[src/rtl/count_seq_ctrl_if.sv]
// Board-side signal bundle for the counter sequencer: raw switches, clear request and LED outputs.
interface count_seq_ctrl_if #(
    parameter int CNT_W = 2
);
    logic             x;
    logic             run;
    logic             clr;
    logic [CNT_W-1:0] cnt;
    logic             z;
    logic             zl;
    logic [1:0]       state;

    modport master (output x, run, clr, input cnt, z, zl, state);
    modport slave  (input x, run, clr, output cnt, z, zl, state);
endinterface

[src/rtl/count_seq_ctrl.sv]
// Modulo counter sequencer: switch synchronizers, optional step debounce (DEBOUNCE_EN),
// manual-step / free-run FSM with clear, wrap pulse and terminal-count outputs.
module count_seq_ctrl #(
    parameter int MOD       = 4,
    parameter int CNT_W     = 2,
    parameter int DB_CYCLES = 16,
    parameter int TICK_DIV  = 8
) (
    input  logic            cp,
    input  logic            rd,
    count_seq_ctrl_if.slave bus
);
    typedef enum logic [1:0] {
        IDLE = 2'b00,
        RUN  = 2'b01,
        CLR  = 2'b10
    } state_t;

    localparam int               DIV_W   = $clog2(TICK_DIV);
    localparam logic [CNT_W-1:0] CNT_MAX = CNT_W'(MOD - 1);
    localparam logic [DIV_W-1:0] DIV_MAX = DIV_W'(TICK_DIV - 1);

    logic x_s1_q, xs_q, run_s1_q, runs_q, xf_prev_q;
    logic xf, step;

    state_t           state_q, state_d;
    logic [CNT_W-1:0] cnt_q, cnt_d;
    logic [DIV_W-1:0] div_q, div_d;
    logic             z_q, z_d, zl_q, zl_d;
    logic             inc;

    always_ff @(posedge cp or posedge rd) begin
        if (rd) begin
            x_s1_q    <= 1'b0;
            xs_q      <= 1'b0;
            run_s1_q  <= 1'b0;
            runs_q    <= 1'b0;
            xf_prev_q <= 1'b0;
        end else begin
            x_s1_q    <= bus.x;
            xs_q      <= x_s1_q;
            run_s1_q  <= bus.run;
            runs_q    <= run_s1_q;
            xf_prev_q <= xf;
        end
    end

`ifdef DEBOUNCE_EN
    localparam int              DB_W   = $clog2(DB_CYCLES);
    localparam logic [DB_W-1:0] DB_MAX = DB_W'(DB_CYCLES - 1);

    logic            xf_q;
    logic [DB_W-1:0] db_cnt_q;

    // xf follows xs only after DB_CYCLES consecutive disagreeing samples.
    always_ff @(posedge cp or posedge rd) begin
        if (rd) begin
            xf_q     <= 1'b0;
            db_cnt_q <= '0;
        end else if (xs_q == xf_q) begin
            db_cnt_q <= '0;
        end else if (db_cnt_q == DB_MAX) begin
            xf_q     <= xs_q;
            db_cnt_q <= '0;
        end else begin
            db_cnt_q <= db_cnt_q + 1'b1;
        end
    end

    assign xf = xf_q;
`else
    assign xf = xs_q;
`endif

    // A step is the release (falling edge) of the filtered switch level.
    assign step = xf_prev_q & ~xf;

    always_comb begin
        state_d = state_q;
        cnt_d   = cnt_q;
        div_d   = div_q;
        inc     = 1'b0;
        case (state_q)
            IDLE: begin
                if (bus.clr) begin
                    state_d = CLR;
                    cnt_d   = '0;
                    div_d   = '0;
                end else begin
                    inc = step;
                    if (runs_q) state_d = RUN;
                end
            end
            RUN: begin
                if (bus.clr) begin
                    state_d = CLR;
                    cnt_d   = '0;
                    div_d   = '0;
                end else if (!runs_q) begin
                    state_d = IDLE;
                    div_d   = '0;
                end else begin
                    inc   = (div_q == DIV_MAX);
                    div_d = inc ? '0 : div_q + 1'b1;
                end
            end
            CLR: begin
                cnt_d = '0;
                div_d = '0;
                if (!bus.clr) state_d = runs_q ? RUN : IDLE;
            end
            default: state_d = IDLE;
        endcase
        if (inc) cnt_d = (cnt_q == CNT_MAX) ? '0 : cnt_q + 1'b1;
        z_d  = inc && (cnt_q == CNT_MAX);
        zl_d = (cnt_d == CNT_MAX);
    end

    always_ff @(posedge cp or posedge rd) begin
        if (rd) begin
            state_q <= IDLE;
            cnt_q   <= '0;
            div_q   <= '0;
            z_q     <= 1'b0;
            zl_q    <= 1'b0;
        end else begin
            state_q <= state_d;
            cnt_q   <= cnt_d;
            div_q   <= div_d;
            z_q     <= z_d;
            zl_q    <= zl_d;
        end
    end

    assign bus.cnt   = cnt_q;
    assign bus.z     = z_q;
    assign bus.zl    = zl_q;
    assign bus.state = state_q;
endmodule

[src/flat_wrapper.sv]
// flat-port wrapper written by rule: the top's interface ports become plain ports
module count_seq_ctrl_flat 
#(
    parameter int MOD       = 4,
    parameter int CNT_W     = 2,
    parameter int DB_CYCLES = 16,
    parameter int TICK_DIV  = 8
)
  (cp, rd, bus_x, bus_run, bus_clr, bus_cnt, bus_z, bus_zl, bus_state);
  count_seq_ctrl_if #(.CNT_W(CNT_W)) bus_i ();
  input  logic cp;
  input  logic rd;
  input wire logic [$bits(bus_i.x)-1:0] bus_x;
  input wire logic [$bits(bus_i.run)-1:0] bus_run;
  input wire logic [$bits(bus_i.clr)-1:0] bus_clr;
  output wire logic [$bits(bus_i.cnt)-1:0] bus_cnt;
  output wire logic [$bits(bus_i.z)-1:0] bus_z;
  output wire logic [$bits(bus_i.zl)-1:0] bus_zl;
  output wire logic [$bits(bus_i.state)-1:0] bus_state;
  assign bus_i.x = bus_x;
  assign bus_i.run = bus_run;
  assign bus_i.clr = bus_clr;
  assign bus_cnt = bus_i.cnt;
  assign bus_z = bus_i.z;
  assign bus_zl = bus_i.zl;
  assign bus_state = bus_i.state;
  count_seq_ctrl #(.MOD(MOD), .CNT_W(CNT_W), .DB_CYCLES(DB_CYCLES), .TICK_DIV(TICK_DIV)) u_core (.cp(cp), .rd(rd), .bus(bus_i));
endmodule
[config.mk]
export PLATFORM = sky130hd
export DESIGN_NAME = count_seq_ctrl_flat
export DESIGN_NICKNAME = d
export VERILOG_FILES = /design/src/rtl/count_seq_ctrl_if.sv /design/src/rtl/count_seq_ctrl.sv /design/src/flat_wrapper.sv
export SDC_FILE = /design/constraint.sdc
export NUM_CORES = 1
export LEC_CHECK = 0
export BUFFER_PORTS_ARGS = -buffer_cell sky130_fd_sc_hd__buf_2
export CORE_AREA = 2 2 39 41
export CTS_CLUSTER_DIAMETER = 150
export DETAILED_ROUTE_END_ITERATION = 10
export DIE_AREA = 0 0 41 43
export GPL_TIMING_DRIVEN = 0
export PLACE_DENSITY_LB_ADDON = 0.3
export SYNTH_ARGS = -nofsm -noshare
export SYNTH_HDL_FRONTEND = slang
export SYNTH_SLANG_ARGS = --single-unit
export TNS_END_PERCENT = 5
[constraint.sdc]
create_clock -name cp -period 1.9 [get_ports cp]
set_clock_uncertainty 0.1 [all_clocks]
set_input_delay 0.19 -clock cp [delete_from_list [all_inputs] [get_ports cp]]
set_output_delay 0.19 -clock cp [all_outputs]
set_load 0.02 [all_outputs]
# Word level (Yosys, flattened, before mapping)
# Index checks and enable logic that the tools add are counted.
[classes] add_sub_neg=2 n_eq_ne=9 n_mux=20 n_bitwise=2 reduce_logical=6
[ops] operator="$mux W2" count=8
[ops] operator="$mux W3" count=4
[ops] operator="$pmux W3 S3" count=1
[ops] operator="$eq A2 B2 Y1 const B" count=3
[ops] operator="$pmux W2 S3" count=1
[ops] operator="$mux W1" count=4
[ops] operator="$ne A2 B2 Y1 const B" count=2
[ops] operator="$pmux W2 S2" count=1
[ops] operator="$add A3 B1 Y3 const B" count=1
[ops] operator="$eq A3 B3 Y1 const B" count=1
[ops] operator="$ne A3 B2 Y1 const B" count=1
[ops] operator="$ne A3 B3 Y1 const B" count=1
[ops] operator="$reduce_and A3 Y1" count=1
[ops] operator="$reduce_bool A3 Y1" count=1
[ops] operator="$add A2 B1 Y2 const B" count=1
[ops] operator="$eq A2 B1 Y1 const B" count=1
[ops] operator="$logic_not A2 Y1" count=1
[ops] operator="$pmux W1 S2" count=1
[ops] operator="$reduce_and A2 Y1" count=1
[ops] operator="$reduce_or A2 Y1" count=1
[ops] operator="$and A1 B1 Y1" count=1
[ops] operator="$logic_and A1 B1 Y1" count=1
[ops] operator="$not A1 Y1" count=1
[word_totals] ff_bits=14 inputBits=5 output_inout_bits=6 elab_cells=49

# Depth between registers and ports, before layout
# Gate-level depths: netlist of run 1.
[logic_depth] word_depth=6 depth_mapped=5 ltp_nobuf=5

# Worst setup path after synthesis of run 1
# Ideal clock, no wire load.
[synth_timing] path_type="reg-to-reg" start="reg u_core.cnt_q[0], in the netlist u_core.bus.cnt[0]" end="reg u_core.zl_q, in the netlist u_core.bus.zl" setup_ns=0.079 arrival_ns=1.327 required_ns=1.721 setup_slack_ns=0.394 stages_incl_launch_ff=5 n_path_buf=0 period_less_slack_ns=1.506 path_cell_list="dfrtp_1 -> ha_1 -> or2_2 -> or2_2 -> mux2i_1"
[synth_via] elab_chain_cells=4 word_cells_on_any_way=7 classes_between="add/sub: 1; eq/ne: 2; mux: 4"
[synth_lines] item="from (decl)" line_no="count_seq_ctrl.sv:27" rtl="logic [CNT_W-1:0] cnt_q, cnt_d;"
[synth_lines] item="from (signal assigned)" line_no="count_seq_ctrl.sv:128" rtl="cnt_q <= cnt_d;"
[synth_lines] item="$add A2 B1 Y2, or another cell as far along" line_no="count_seq_ctrl.sv:114" rtl="if (inc) cnt_d = (cnt_q == CNT_MAX) ? '0 : cnt_q + 1'b1;"
[synth_lines] item="$mux W2 or $pmux W2 S2 (tied branches)" line_no="count_seq_ctrl.sv:114, count_seq_ctrl.sv:83"
[synth_lines] item="$mux W2 *" line_no="count_seq_ctrl.sv:114"
[synth_lines] item="$eq A2 B2 Y1 *" line_no="count_seq_ctrl.sv:116" rtl="zl_d = (cnt_d == CNT_MAX);"
[synth_lines] item="net u_core.zl_d" line_no="count_seq_ctrl.sv:29" rtl="logic z_q, z_d, zl_q, zl_d;"
[synth_lines] item="to (signal assigned)" line_no="count_seq_ctrl.sv:131" rtl="zl_q <= zl_d;"
[synth_lines] item="to (decl)" line_no="count_seq_ctrl.sv:29"
# The timed path passes the listed nets; every way through them passes the cells marked *.
# A chain may end at the register's enable or synchronous reset.

# Worst setup path in the final report of run 1
[layout_timing] start="reg u_core.div_q[0]" end="reg u_core.cnt_q[0], in the netlist u_core.bus.cnt[0]"
[layout_via] elab_chain_cells=5
[layout_lines] item="from (decl)" line_no="count_seq_ctrl.sv:28" rtl="logic [DIV_W-1:0] div_q, div_d;"
[layout_lines] item="from (signal assigned)" line_no="count_seq_ctrl.sv:129" rtl="div_q <= div_d;"
[layout_lines] item="$eq A3 B3 Y1" line_no="count_seq_ctrl.sv:103" rtl="inc = (div_q == DIV_MAX);"
[layout_lines] item="$mux W1" line_no="count_seq_ctrl.sv:99" rtl="end else if (!runs_q) begin"
[layout_lines] item="$mux W1" line_no="count_seq_ctrl.sv:95" rtl="if (bus.clr) begin"
[layout_lines] item="$pmux W1 S2" line_no="count_seq_ctrl.sv:83" rtl="case (state_q)"
[layout_lines] item="$mux W2" line_no="count_seq_ctrl.sv:114"
[layout_lines] item="net u_core.cnt_d[0]" line_no="count_seq_ctrl.sv:27"
# The timed path passes the listed nets, and every way through them passes these cells.

==> impl_metrics.ini, run 1 <==
[timing]
fmax_mhz = 650.4
setup_viol = 0
maxSlewHeadroom_pct = 66.55
slew_viol_final = 0
fin_crit_ns = 1.538
period_share_pct = 80.93
rsz0062_at_grt = no
max_slew.worst_pin.slew_ns = 0.5011
holdWs_ns = 0.04307
hold_viol = 0
finalSetupTns_ns = 0

[global_route]
grt_pass1_vias = 424
overflow = 0
antenna_found_initial = 0
grtUsageTotal_pct = 15.42
grt_pass1_wl_mm = 1.704
grt_max_degree = 15

[power_and_ir_drop]
pwr-share-seq_pct = 55.6
clkPwrFrac_pct = 36.6
combPwrFrac_pct = 7.8
p_switching_mw = 0.1248
p_int_mw = 0.4436
p_total_mw = 0.5684
peakVddDrop_uv = 507.9
switching_share_pct = 21.95
leakage_nw = 0.3774
power.density_nw_per_um2 = 771.3

[place]
portBuffers = 10
place_hpwl_um = 685.6
place_area_um2 = 670.6
place_congestion = 0.7607

[final_layout]
layout_commonest_cell = dfrtp_1
n_fill_cell = 119
antenna_cells = 0
layout_common_cells = 14 x dfrtp_1, 10 x buf_2, 5 x inv_1
nNetsFinal = 73
area_delta_synth_final_pct = 22.71
layout-drive-gt1-share_pct = 31.25
design_area_um2 = 737.0

[worst_setup_path]
cp_data_arrival_time_ns = 1.63
critical-path-top-delay-family = adder cells
critPathLaunchType = register
crit_fanout = 4
crit_top_cell = ha_1
crit_required_ns = 1.99
crit_type = reg2reg
critPathBufInv = 0
crit_slowest_cell = dfrtp_1
endpoint_kind = register
crit_chain = ha_1, ha_1, a32oi_4, mux2i_1
critPathMaxStageDelay_ns = 0.41

[routing]
via_per_inst = 4.913
wl_per_cell_um = 11.90
final_antenna_net_count = 0
wl_um = 952
drt_pre_antenna_iters = 2
drc_errors = 0
num_vias = 393
drt_iter0_markers = 4

[logic_synthesis]
syn_area_um2 = 600.6
synth_cells = 47
seq_area_frac_synth_pct = 58.33
synth_nets = 55
avgSynthCellArea_um2 = 12.78
yosys_register_bits = 14
synth_area_leader_cell = dfrtp_1
yosys-top-cells-area = dfrtp_1 58%, ha_1 6.3%, mux2i_1 5.0%
synth-warning-count = 0
ys_types = 19
yosysTopAreaCellShare_pct = 58.33

[clocking]
cts-hold-fix-buffers = 3
root_buffer = clkbuf_4
post_cts_buffers = 0
cts_made_buffers = 3
htreeDepth = 1
path_clk_slew_ns = 0.08
clk_latency_ns = 0.27
cts_tree = done
ctsLongestPathBuffers = 2
clkSinkCount = 14
postCtsResizedCells = 0

[die]
io_pins = 11
die-height_um = 43
row_count = 14
die_area_um2 = 1763
die_width_um = 41
start_util_pct = 43.40
coreArea_um2 = 1384

[outcome]
status = completed

[job]
drv_cap = 0

[hold_path]
hold_class = in2reg
power groups by stage:
| stage | Clock (mW) | Combinational [mW] | Sequential (mW) |
|---|---|---|---|
| 6_report | 0.208 | 0.0446 | 0.316 |
| 5_1_grt | 0.233 | 0.0503 | 0.318 |
| 4_1_cts | 0.217 | 0.0453 | 0.316 |
| 3_5_place_dp | 0 | 0.0407 | 0.322 |
| 3_3_place_gp | 0 | 0.0399 | 0.321 |
| 2_1_floorplan | 0 | 0.0224 | 0.325 |
worst paths after layout:
path,start,endpoint,slack (ns),depth (start not counted)
max,u_core.div_q[0]$_DFFE_PP0P_,u_core.bus.cnt[0]$_DFF_PP0_,0.36,4
min,bus_clr,u_core.bus.state[0]$_DFFE_PP0P_,0.04,2
max reg2reg,u_core.div_q[0]$_DFFE_PP0P_,u_core.bus.cnt[0]$_DFF_PP0_,0.36,4
min reg2reg,u_core.run_s1_q$_DFF_PP0_,u_core.runs_q$_DFF_PP0_,0.26,0
max in group asynchronous,rd,u_core.run_s1_q$_DFF_PP0_,0.97,3
min in group asynchronous,rd,u_core.x_s1_q$_DFF_PP0_,0.38,3
sequential cells by signal, indices dropped and copies added, names as in the netlist:
signal and flops:
u_core.bus.z 1, u_core.bus.cnt 2, u_core.x_s1_q 1, u_core.bus.zl 1, u_core.div_q 3, u_core.xf 1
u_core.runs_q 1, u_core.bus.state 2, u_core.xf_prev_q 1, u_core.run_s1_q 1
final cells by class:
cell class	count	area, um2	share of cell area [%]
Clock buffer	4	36.28	4.924
Buffer	1	5.005	0.6791
Inverter	5	18.77	2.547
Tap cell	16	20.02	2.716
Sequential cell	14	350.3	47.54
Multi-Input combinational cell	27	226.5	30.73
Timing Repair Buffer	13	80.08	10.87
routing by layer:
layer | GRT usage [%] | wire length, um
met3 | 6.283 | 43
met2 | 21.56 | 452
met5 | 0 | 0
met1 | 18.75 | 441
met4 | 10.00 | 14
kinds of logic after synthesis:
family	count (synthesis)	share of synthesized area, %
buf+inv	6	3.958
fa+ha+maj	3	6.251
simple gates	11	13.33
compound gates	10	13.13
mux	3	5.000
flops	14	58.33
synth_stat cells, drive strengths merged:
master,n
dfrtp,14
and4bb,1
inv,5
a32oi,1
mux2i,3
nor3,1
nor2b,2
o211ai,1
nor2,1
o21ai,7
nor3b,1
clkbuf,1
nand2b,1
a22o,1
or2,2
and2,1
nand3,1
ha,3
through the flow:
stage | std cells | worst slack, ns | util (%)
5_1_grt | 80 | 0.2832 | 53.25
3_5_place_dp | 73 | 0.3670 | 48.46
6_report | 80 | 0.3624 | 53.25
2_1_floorplan | 47 | 0.3939 | -
3_3_place_gp | 73 | 0.3547 | 48.46
4_1_cts | 80 | 0.3405 | 53.25
No activity file was read; power rests on OpenSTA's default activity.
==> inputs of run 2 (changes only) <==
--- a/config.mk
+++ b/config.mk
@@ -6,10 +6,9 @@
 export NUM_CORES = 1
 export LEC_CHECK = 0
 export BUFFER_PORTS_ARGS = -buffer_cell sky130_fd_sc_hd__buf_2
-export CORE_AREA = 2 2 39 41
+export CORE_UTILIZATION = 45
 export CTS_CLUSTER_DIAMETER = 150
 export DETAILED_ROUTE_END_ITERATION = 10
-export DIE_AREA = 0 0 41 43
 export GPL_TIMING_DRIVEN = 0
 export PLACE_DENSITY_LB_ADDON = 0.3
 export SYNTH_ARGS = -nofsm -noshare
==> constraint.sdc (replaced) <==
create_clock -name cp -period 1.3 [get_ports cp]
set_clock_uncertainty 0.1 [all_clocks]
set_input_delay 0.13 -clock cp [delete_from_list [all_inputs] [get_ports cp]]
set_output_delay 0.13 -clock cp [all_outputs]
set_load 0.02 [all_outputs]
==> impl_metrics.ini, run 2 (synthesized netlist as in run 1, its figures left out) <==
[worst_setup_path]
critical-path-top-delay-family = flip-flops
critPathMaxStageDelay_ns = 0.39
cp_data_arrival_time_ns = 1.48
critPathBufInv = 0
reg2regPathDepth = 4
worstSetupPathDepth = 4
crit_required_ns = 1.38
endpoint_kind = register
crit_chain = ha_2, ha_4, a32oi_4, mux2i_1
crit_type = reg2reg
worstSetupStartpoint = u_core.div_q[1]$_DFFE_PP0P_
critPathLaunchType = register
r2r-start = u_core.div_q[1]$_DFFE_PP0P_
crit_fanout = 4
crit_slowest_cell = dfrtp_1

[place]
place_ws_ns = -0.1371
place_hpwl_um = 662.6
portBuffers = 10
place_congestion = 0.7131
place_area_um2 = 684.4

[routing]
num_vias = 384
wl_um = 894
via_per_inst = 4.800
drt_pre_antenna_iters = 4
drc_errors = 0
final_antenna_net_count = 0
drt_iter0_markers = 1
wl_per_cell_um = 11.18

[die]
io_pins = 11
die-height_um = 38.53
die_area_um2 = 1485
coreArea_um2 = 1171
die_width_um = 38.53
start_util_pct = 51.28
row_count = 12

[global_route]
grt_max_degree = 15
grt_pass1_wl_mm = 1.483
grt_pass1_vias = 376
antenna_found_initial = 0
overflow = 0
grtUsageTotal_pct = 14.67

[final_layout]
layout_commonest_cell = dfrtp_1
layout_common_cells = 11 x dfrtp_1, 10 x buf_2, 5 x inv_1, 5 x o21ai_1, 4 x dlygate4sd3_1
n_fill_cell = 97
largest_register_ffs = 3
design_area_um2 = 768.2
top_register = u_core.div_q
antenna_cells = 0
nNetsFinal = 75
layout-drive-gt1-share_pct = 39.39
area_delta_synth_final_pct = 27.92

[power_and_ir_drop]
switching_share_pct = 22.43
pwr-share-seq_pct = 59.5
p_switching_mw = 0.1744
clkPwrFrac_pct = 31.4
power.density_nw_per_um2 = 1012
peakVddDrop_uv = 717.8
leakage_nw = 0.3680
p_total_mw = 0.7772
p_int_mw = 0.6028
combPwrFrac_pct = 9.1

[clocking]
cts_tree = done
htreeDepth = 1
path_clk_slew_ns = 0.09
ctsLongestPathBuffers = 2
clkSinkCount = 14
root_buffer = clkbuf_4
clk_latency_ns = 0.27
cts_made_buffers = 3

[timing]
setup_viol = 3
slew_viol_final = 0
period_share_pct = 107.5
fin_crit_ns = 1.397
max_slew.worst_pin.slew_ns = 0.5227
layout_setup_ws_ns = -0.09697
fmax_mhz = 715.8
rsz0062_at_grt = yes
maxSlewHeadroom_pct = 65.11
hold_viol = 0

[outcome]
status = finished with violations
violations = negative setup slack

[job]
drv_cap = 0

[hold_path]
hold_class = in2reg
hold_depth = 2
hp-start = bus_clr
[run 2: changes by cell type in the layout (fill, tap and decap cells not counted), sizes merged]
cell / before / now
dlygate4sd3: 3 / 4
buf: 10 / 11
[run 2: routing by layer]
layer | up-vias | global-route usage [%] | wire [um]
met3 | 0 | 3.488 | 17
met1 | 180 | 19.77 | 476
met4 | 0 | 5.172 | 0
li1 | 200 | - | -
met5 | - | 0 | 0
met2 | 4 | 22.92 | 399
[run 2: per-stage QoR]
stage,cells,hold slack [ns],TNS [ns],utilization (%)
after CTS,80,0.03715,-0.3920,65.60
after floorplan,47,-0.08098,-0.1682,-
final,80,0.04571,-0.2379,65.60
after global routing,80,0.04366,-0.5130,65.60
after global placement,71,0.09134,-0.4178,58.44
after detailed placement,71,0.09627,-0.4489,58.44
[run 2: worst reg2reg max path, stage by stage, from the launching register on]
cell and delay [ns]:
dfrtp_1 0.39, ha_2 0.19, ha_4 0.16, a32oi_4 0.23, mux2i_1 0.23
[run 2: layout make-up]
cell class	count	area (um2)	area share, %
repair buffers	15	97.59	12.70
plain buffers	1	5.005	0.6515
inverters	5	18.77	2.443
well taps	14	17.52	2.280
flip-flops and latches	14	354.1	46.09
multi-input cells	27	249.0	32.41
clock buffers	4	26.28	3.420
[run 2: worst paths after layout]
path	endpoint	slack (ns)
worst max-delay path	u_core.bus.zl$_DFF_PP0_	-0.1
worst min-delay path	u_core.bus.state[1]$_DFFE_PP0P_	0.05
worst max register to register	u_core.bus.zl$_DFF_PP0_	-0.1
worst min register to register	u_core.xf$_DFF_PP0_	0.25
max in group asynchronous	u_core.bus.cnt[1]$_DFF_PP0_	0.37
min in group asynchronous	u_core.bus.state[0]$_DFFE_PP0P_	0.33
[run 2: power by group through the flow]
stage                     registers (mW)  logic [mW]  clock network (mW)
final                              0.462      0.0711               0.244
after global routing               0.464      0.0790               0.265
after CTS                          0.463      0.0724               0.251
after detailed placement           0.471      0.0619                   0
after global placement             0.471      0.0609                   0
after floorplan                    0.476      0.0351                   0
[run 2: timing repair]
action | CTS | global route
pin swaps | 2 | 1
hold buffers | 4 | 0
hold endpoints to repair | 17 | 0
gates resized for setup | 2 | 0
setup endpoints to repair | 5 | 5
buffers inserted | 1 | 0
==> inputs of run 3 (changes only) <==
--- a/config.mk
+++ b/config.mk
@@ -5,10 +5,12 @@
 export SDC_FILE = /design/constraint.sdc
 export NUM_CORES = 1
 export LEC_CHECK = 0
+export ABC_AREA = 1
 export BUFFER_PORTS_ARGS = -buffer_cell sky130_fd_sc_hd__buf_2
-export CORE_UTILIZATION = 45
+export CORE_AREA = 2 2 39 41
 export CTS_CLUSTER_DIAMETER = 150
 export DETAILED_ROUTE_END_ITERATION = 10
+export DIE_AREA = 0 0 41 43
 export GPL_TIMING_DRIVEN = 0
 export PLACE_DENSITY_LB_ADDON = 0.3
 export SYNTH_ARGS = -nofsm -noshare
==> impl_metrics.ini, run 3 <==
[outcome]
status = finished with violations
violations = negative setup slack

[final_layout]
n_fill_cell = 122
layout_common_cells = 13 x dfrtp_1, 11 x nand2_1, 10 x inv_1, 10 x buf_2, 5 x nand2_2
nNetsFinal = 88
largest_register_ffs = 3
top_register = u_core.div_q
layout-drive-gt1-share_pct = 35.44
area_delta_synth_final_pct = 35.37
antenna_cells = 0
layout_commonest_cell = dfrtp_1

[timing]
max_slew.worst_pin.slew_ns = 0.5122
slew_viol_final = 0
finalSetupTns_ns = -0.1366
setup_viol = 3
maxSlewHeadroom_pct = 65.82
period_share_pct = 104.6
layout_setup_ws_ns = -0.06024
hold_viol = 0
holdWs_ns = 0.1416
fin_crit_ns = 1.360
rsz0062_at_grt = yes
fmax_mhz = 735.2

[logic_synthesis]
async_flop_share_pct = 100.0
synth_area_leader_cell = dfrtp_1
synth_cells = 60
synth_nets = 68
yosys_register_bits = 14
yosysTopAreaCellShare_pct = 61.14
seq_area_frac_synth_pct = 61.14
yosys-top-cells-area = dfrtp_1 61%, nand2_1 10%, inv_1 7.2%
synth_edf_count = 0
avgSynthCellArea_um2 = 9.551
synthTopCellsByCount = 16 x nand2_1, 14 x dfrtp_1, 11 x inv_1, 5 x nand3_1, 4 x nor2_1
ys_types = 13
post-synth-top-count-cell = nand2_1
synth-warning-count = 0
syn_area_um2 = 573.1
synth_top_flop_cell = dfrtp_1

[routing]
drt_pre_antenna_iters = 4
drc_errors = 0
wl_per_cell_um = 9.516
wl_um = 904
final_antenna_net_count = 0
via_per_inst = 4.505
num_vias = 428
drt_iter0_markers = 3

[global_route]
grt_pass1_wl_mm = 1.400
grt_max_degree = 15
antenna_found_initial = 0
grt_pass1_vias = 379
overflow = 0
grtUsageTotal_pct = 11.86

[die]
coreArea_um2 = 1384
die-height_um = 43
die_area_um2 = 1763
die_width_um = 41
io_pins = 11
row_count = 14
start_util_pct = 41.41

[clocking]
path_clk_slew_ns = 0.08
htreeDepth = 1
cts_made_buffers = 3
ctsLongestPathBuffers = 2
root_buffer = clkbuf_4
clk_latency_ns = 0.26
clkSinkCount = 14
cts_tree = done

[worst_setup_path]
endpoint_kind = register
cp_data_arrival_time_ns = 1.46
critPathLaunchType = register
reg2regPathDepth = 9
crit_fanout = 4
crit_required_ns = 1.40
crit_type = reg2reg

[place]
place_congestion = 0.6135
place_hpwl_um = 649.6
portBuffers = 10

[power_and_ir_drop]
leakage_nw = 0.4269
power.density_nw_per_um2 = 1073
p_total_mw = 0.8325
peakVddDrop_uv = 690.6

[hold_path]
hold_depth = 4
hold_class = in2reg

[job]
drv_cap = 0
## run 3: cell count changes in the layout (fill, tap and decap cells not counted), moves of 3 or more
cell	before	now
mux2i_1	3	0
o21ai_1	5	1
nand2_2	0	5
nand2_1	0	11
nand3_1	1	4
inv_1	5	10
## run 3: final timing paths
path,start,to,slack (ns)
min in group asynchronous,rd,u_core.bus.zl$_DFF_PP0_,0.33
max reg2reg,u_core.div_q[0]$_DFFE_PP0P_,u_core.bus.zl$_DFF_PP0_,-0.06
max in group asynchronous,rd,u_core.bus.cnt[0]$_DFF_PP0_,0.41
min,bus_clr,u_core.bus.z$_DFF_PP0_,0.14
max,u_core.div_q[0]$_DFFE_PP0P_,u_core.bus.zl$_DFF_PP0_,-0.06
min reg2reg,u_core.x_s1_q$_DFF_PP0_,u_core.xf$_DFF_PP0_,0.26
## run 3: stage by stage
stage	cell area, um2	worst slack, ns	utilization, %	std cells
2_1_floorplan	584.3	0.002741	-	60
3_3_place_gp	654.4	-0.08106	47.29	86
3_5_place_dp	654.4	-0.08988	47.29	86
4_1_cts	750.7	-0.07139	54.25	95
5_1_grt	775.7	-0.1499	56.06	95
6_report	775.7	-0.06024	56.06	95
## run 3: report_power, final
| part | leakage, nW | internal, mW | switching, mW |
|---|---|---|---|
| combinational | 0.227 | 0.0309 | 0.0458 |
| clock | 0.0210 | 0.170 | 0.123 |
| sequential | 0.179 | 0.451 | 0.0123 |
| total | 0.427 | 0.652 | 0.181 |
## run 3: worst max-delay path, stage by stage, from the launching register on
cell and delay, ns:
dfrtp_1 0.39, ha_2 0.20, ha_4 0.16, nand2_2 0.05
inv_2 0.04, nand3_4 0.06, nand2_2 0.07, nand2_2 0.07
nand2_2 0.06, nor2_2 0.10
## run 3: cell families after synthesis
group                      share of synthesized area [%]
and+or+nand+nor                                    20.52
DFF                                                61.14
buffers and inverters                              7.205
adders and majority gates                          6.551
AOI/OAI and AO/OA                                  4.584
## run 3: cell type report
cell class	count	area, um2	share of cell area (%)
clock buffer	4	36.28	4.677
sequential	14	351.6	45.32
multi-input combinational	35	229.0	29.52
tap	16	20.02	2.581
timing repair buffer	15	97.59	12.58
inverter	11	41.29	5.323
## run 3: layer usage
metal  track usage, %  vias to the layer above  share of wire [%]
met5                0                        -                  0
li1                 -                      223                  -
met1            15.02                      193                 46
met3            3.141                        2                5.9
met2            17.81                       10                 47
met4            6.000                        0                1.2
## run 3: timing repair
item                                    in CTS  in global routing
pin swaps                                    2                  5
cloned                                       0                  0
hold endpoints to repair                    18                  0
gates resized for setup                      2                  8
endpoints found under the setup margin       3                  4
hold buffers                                 4                  0
buffers inserted                             1                  0
